<file path="config.mk">
export PLATFORM = sky130hd
export DESIGN_NAME = lbist_misr
export DESIGN_NICKNAME = d
export VERILOG_FILES = /design/src/rtl/lbist_pkg.sv /design/src/rtl/lbist_pat_counter.sv /design/src/rtl/lbist_misr.sv
export SDC_FILE = /design/constraint.sdc
export NUM_CORES = 1
export LEC_CHECK = 0
export ABC_AREA = 1
export CORE_MARGIN = 2
export CORE_UTILIZATION = 49
export CTS_BUF_LIST = sky130_fd_sc_hd__clkbuf_8
export DETAILED_ROUTE_END_ITERATION = 8
export PLACE_DENSITY = 0.85
export SLEW_MARGIN = 10
export SYNTH_ARGS = -nofsm -noshare
export SYNTH_HDL_FRONTEND = slang
export SYNTH_HIERARCHICAL = 1
export SYNTH_SLANG_ARGS = --single-unit
</file>
<file path="constraint.sdc">
create_clock -name clk -period 1.5 [get_ports clk]
set_clock_uncertainty 0.05 [all_clocks]
set_input_delay 0.15 -clock clk [delete_from_list [all_inputs] [get_ports clk]]
set_output_delay 0.15 -clock clk [all_outputs]
set_load 0.1 [all_outputs]
</file>
<file path="src/rtl/lbist_pkg.sv">
// Shared LBIST definitions: MISR FSM states, default polynomial and pattern
// count, and the MISR step function reused by the compactor and its checkers.
package lbist_pkg;

  typedef enum logic [1:0] {
    IDLE    = 2'd0,
    COMPACT = 2'd1,
    DONE    = 2'd2
  } misr_state_t;

  localparam logic [7:0] POLY_8        = 8'h1D;
  localparam int         PAT_COUNT_DEF = 16;

  // Widest signature the generic step function can handle.
  localparam int MISR_MAX_BITS = 64;

  // One Galois MISR step on the low 'width' bits: shift left, fold the
  // outgoing MSB back through the taps, then absorb the response word.
  function automatic logic [MISR_MAX_BITS-1:0] misr_step(
    input logic [MISR_MAX_BITS-1:0] s,
    input logic [MISR_MAX_BITS-1:0] r,
    input logic [MISR_MAX_BITS-1:0] poly,
    input int                       width
  );
    logic [MISR_MAX_BITS-1:0] mask;
    logic [MISR_MAX_BITS-1:0] nxt;
    logic                     msb;
    mask = (width >= MISR_MAX_BITS) ? '1
         : ((MISR_MAX_BITS'(1) << width) - MISR_MAX_BITS'(1));
    msb  = |(s & (MISR_MAX_BITS'(1) << (width - 1)));
    nxt  = (s << 1) & mask;
    if (msb) nxt = nxt ^ poly;
    return (nxt ^ r) & mask;
  endfunction

endpackage

</file>
<file path="src/rtl/lbist_pat_counter.sv">
// Pattern counter with terminal-count flag. 'last' is high while the count
// equals PAT_COUNT-1, so the owner can leave its loop before the count wraps.
module lbist_pat_counter #(
  parameter int PAT_COUNT = 16
) (
  input  logic clk,
  input  logic rst_n,
  input  logic clear,
  input  logic inc,
  output logic last
);

  localparam int CNT_W = $clog2(PAT_COUNT + 1);

  logic [CNT_W-1:0] cnt;

  // Count register: clear wins over increment.
  always_ff @(posedge clk or negedge rst_n) begin
    if (!rst_n)
      cnt <= '0;
    else if (clear)
      cnt <= '0;
    else if (inc)
      cnt <= cnt + CNT_W'(1);
  end

  assign last = (cnt == CNT_W'(PAT_COUNT - 1));

endmodule

</file>
<file path="src/rtl/lbist_misr.sv">
// LBIST MISR response compactor. Folds PAT_COUNT valid response words into
// an RC_BITS signature on rc_op and raises sig_valid once it is final.
// Optional macro LBIST_MISR_XMASK_EN adds resp_mask to zero unknown CUT bits.
module lbist_misr
  import lbist_pkg::*;
#(
  parameter int                 RC_BITS   = 8,
  parameter logic [RC_BITS-1:0] POLY      = RC_BITS'(POLY_8),
  parameter logic [RC_BITS-1:0] SEED      = '0,
  parameter int                 PAT_COUNT = PAT_COUNT_DEF
) (
  input  logic               clk,
  input  logic               rst_n,
  input  logic               start,
  input  logic [RC_BITS-1:0] cut_resp,
  input  logic               resp_valid,
`ifdef LBIST_MISR_XMASK_EN
  input  logic [RC_BITS-1:0] resp_mask,
`endif
  output logic [RC_BITS-1:0] rc_op,
  output logic               sig_valid,
  output logic               busy
);

  misr_state_t        state;
  misr_state_t        state_next;
  logic               load;
  logic               absorb;
  logic               last;
  logic [RC_BITS-1:0] resp_in;
  logic [RC_BITS-1:0] rc_next;

`ifdef LBIST_MISR_XMASK_EN
  assign resp_in = cut_resp & ~resp_mask;
`else
  assign resp_in = cut_resp;
`endif

  assign load   = start && ((state == IDLE) || (state == DONE));
  assign absorb = (state == COMPACT) && resp_valid;

  assign rc_next = RC_BITS'(misr_step(MISR_MAX_BITS'(rc_op),
                                      MISR_MAX_BITS'(resp_in),
                                      MISR_MAX_BITS'(POLY),
                                      RC_BITS));

  lbist_pat_counter #(
    .PAT_COUNT(PAT_COUNT)
  ) u_pat_counter (
    .clk  (clk),
    .rst_n(rst_n),
    .clear(load),
    .inc  (absorb),
    .last (last)
  );

  // State register.
  always_ff @(posedge clk or negedge rst_n) begin
    if (!rst_n)
      state <= IDLE;
    else
      state <= state_next;
  end

  // Next-state logic: start only honoured outside COMPACT.
  always_comb begin
    state_next = state;
    unique case (state)
      IDLE:    if (start) state_next = COMPACT;
      COMPACT: if (resp_valid && last) state_next = DONE;
      DONE:    if (start) state_next = COMPACT;
      default: state_next = IDLE;
    endcase
  end

  // Status outputs decoded from the state alone.
  always_comb begin
    busy      = 1'b0;
    sig_valid = 1'b0;
    case (state)
      COMPACT: busy      = 1'b1;
      DONE:    sig_valid = 1'b1;
      default: ;
    endcase
  end

  // Signature register: reseed on a new session, fold valid words in COMPACT.
  always_ff @(posedge clk or negedge rst_n) begin
    if (!rst_n)
      rc_op <= SEED;
    else if (load)
      rc_op <= SEED;
    else if (absorb)
      rc_op <= rc_next;
  end

endmodule

</file>
==> results.json <==
{
  "die_y_um": 44.9,
  "avgSynthCellArea_um2": 7.59,
  "post-cts-setup-buffers": 0,
  "rsz0062_at_grt": "no",
  "synth_area_leader_cell": "dfrtp_1",
  "cp-start-kind": "register",
  "ant_nets": 0,
  "worstSetupPathType": "register to register",
  "grtUsageMet1": 0.253,
  "syn_to_final_growth_pct": 48.9,
  "crit_path_end_kind": "register",
  "yosysUniqueCellTypes": 16,
  "top_usage_layer": "met2",
  "diodes": 0,
  "chipWidth_um": 44.9,
  "met2_usage": 0.397,
  "grt_pass1_vias": 754,
  "synth_warnings": 6,
  "syn_area_um2": 820,
  "drt-initial-drc-count": 9,
  "slew_headroom": 0.858,
  "floorplan.initialDensity": 0.532,
  "period_minus_slack_ns": 1.35,
  "cts.path.max_buffers": 2,
  "slew_violations": 0,
  "routed_wl_mm": 1.91,
  "cts.clk_slew.worst_paths_ns": 0.06,
  "clock_latency_ns": 0.25,
  "crit_arrival_ns": 1.44,
  "nNetsFinal": 150,
  "antenna_found_initial": 0,
  "fin_util": 0.791,
  "grt_max_degree": 16,
  "cts-root-buf": "clkbuf_8",
  "avgViaCountPerCell": 5.11,
  "yosysSeqAreaShare": 0.458,
  "finalSetupViolations": 0,
  "finalCritPeriodShare": 0.901,
  "cp_max_fo": 3,
  "drive_gt1_frac": 0.200,
  "fin_area_um2": 1220,
  "finalHoldViolCount": 0,
  "use_met3": 0.0640,
  "cts_hold_buf": 0,
  "row_count": 14,
  "numCtsBuffers": 3,
  "cts_tree": "done",
  "synthesis.nets": 122,
  "drc": 0,
  "syn_inst": 108,
  "grt_usage": 0.235,
  "maxCapViolations": 0,
  "ys_ff_latch": 15,
  "status": "finished, final reports clean",
  "first_pass_iters": 5,
  "crit_required_ns": 1.59,
  "grt_pass1_wl_mm": 3.21,
  "core_area_um2": 1540,
  "cts.sinks": 15,
  "yosysTopAreaCellShare": 0.458,
  "fmax_mhz": 740,
  "io_pins": 22,
  "dpl.hpwl_mm": 1.44,
  "hold_path.class": "input pin to asynchronous set/reset pin",
  "overflow": 0,
  "via_count": 771,
  "cts_max_level": 1,
  "dpl_cell_area_um2": 1170,
  "wl_per_cell_um": 12.6,
  "die_area_um2": 2020,
  "routabilityCongestion": 0.797,
  "worst_slew_pin_slew_ns": 0.213,
  "synthTopCellsByArea": "dfrtp_1 46%, nand2_1 18%, inv_1 7.3%",
  "io_buffers": 21,
  "ctsResizeCount": 0
}
-- Yosys cell counts --
master / instances
nand2_1: 40
o21ai_0: 4
inv_1: 16
a21oi_1: 4
dfrtp_1: 15
nand3b_1: 1
nand3_1: 9
nand3_2: 2
inv_2: 3
nor2_1: 3
xor2_1: 5
o22ai_1: 1
or2_1: 1
nor2_4: 1
ha_1: 2
nor2_2: 1
-- layout by cell type (no fill, tap or decap), drive strengths merged --
cell type,instances
o21ai,4
clkbuf,3
clkinvlp,1
a21oi,4
o22ai,1
nand3b,1
dfrtp,15
buf,12
clkdlybuf4s50,11
inv,19
or2,1
nor2,5
ha,2
nand2,40
nand3,11
xor2,5
-- critical path: stages, from the launching register on --
cell,delay (ns)
dfrtp_1,0.37
ha_1,0.17
nand2_1,0.06
nor2_1,0.13
ha_1,0.19
a21oi_1,0.07
or2_1,0.20
-- metal layers --
layer  routed length, um  vias to the layer above  share of wire
met5                   0                        -              0
met4                  63                        0          0.033
met3                 116                        6          0.061
met2                 979                       23           0.51
met1                 751                      354           0.39
li1                    -                      388              -
-- final cells by class --
type	instances	area, um2
inverter	19	71.3
fill	105	322
clock buffer	3	41.3
tap	16	20.0
timing repair buffer	23	325
multi-input combinational	74	375
clock inverter	1	7.51
sequential	15	379
-- stage by stage --
| stage | std cells | setup TNS (ns) | setup slack, ns | hold WS (ns) |
|---|---|---|---|---|
| 2_1_floorplan | 108 | -0.0712 | -0.0712 | -0.196 |
| 3_3_place_gp | 147 | 0 | 0.182 | 0.430 |
| 3_5_place_dp | 147 | 0 | 0.117 | 0.426 |
| 4_1_cts | 151 | 0 | 0.125 | 0.147 |
| 5_1_grt | 151 | 0 | 0.0341 | 0.163 |
| 6_report | 151 | 0 | 0.149 | 0.150 |
-- kinds of logic after synthesis --
logic type               after synthesis  share of synthesized area
AND/OR/NAND/NOR                       58                      0.315
buffers and inverters                 19                     0.0870
flip-flops                            15                      0.458
AO/OA/AOI/OAI                          9                     0.0565
XOR/XNOR                               5                     0.0534
adder cells (fa/ha/maj)                2                     0.0305
-- flip-flops by register name (all words and copies together) (netlist names) --
signal / cells
u_pat_counter/cnt: 5
state: 2
rc_op: 8
-- final timing paths --
path / startpoint / endpoint / slack (ns) / depth (start not counted)
worst max-delay path: u_pat_counter/cnt[1]$_DFFE_PN0P_ / state[0]$_DFFE_PN0P_ / 0.15 / 6
worst min-delay path: rst_n / rc_op[1]$_DFFE_PN0P_ / 0.15 / 2
worst max register to register: u_pat_counter/cnt[1]$_DFFE_PN0P_ / state[0]$_DFFE_PN0P_ / 0.15 / 6
worst min register to register: u_pat_counter/cnt[4]$_DFFE_PN0P_ / u_pat_counter/cnt[4]$_DFFE_PN0P_ / 0.44 / 2
max in group asynchronous: rst_n / rc_op[2]$_DFFE_PN0P_ / 1.06 / 2
min in group clk: u_pat_counter/cnt[4]$_DFFE_PN0P_ / u_pat_counter/cnt[4]$_DFFE_PN0P_ / 0.44 / 2
Power is not shown: default switching activity piles up to over one toggle a cycle in this logic, so the estimate is an artifact.
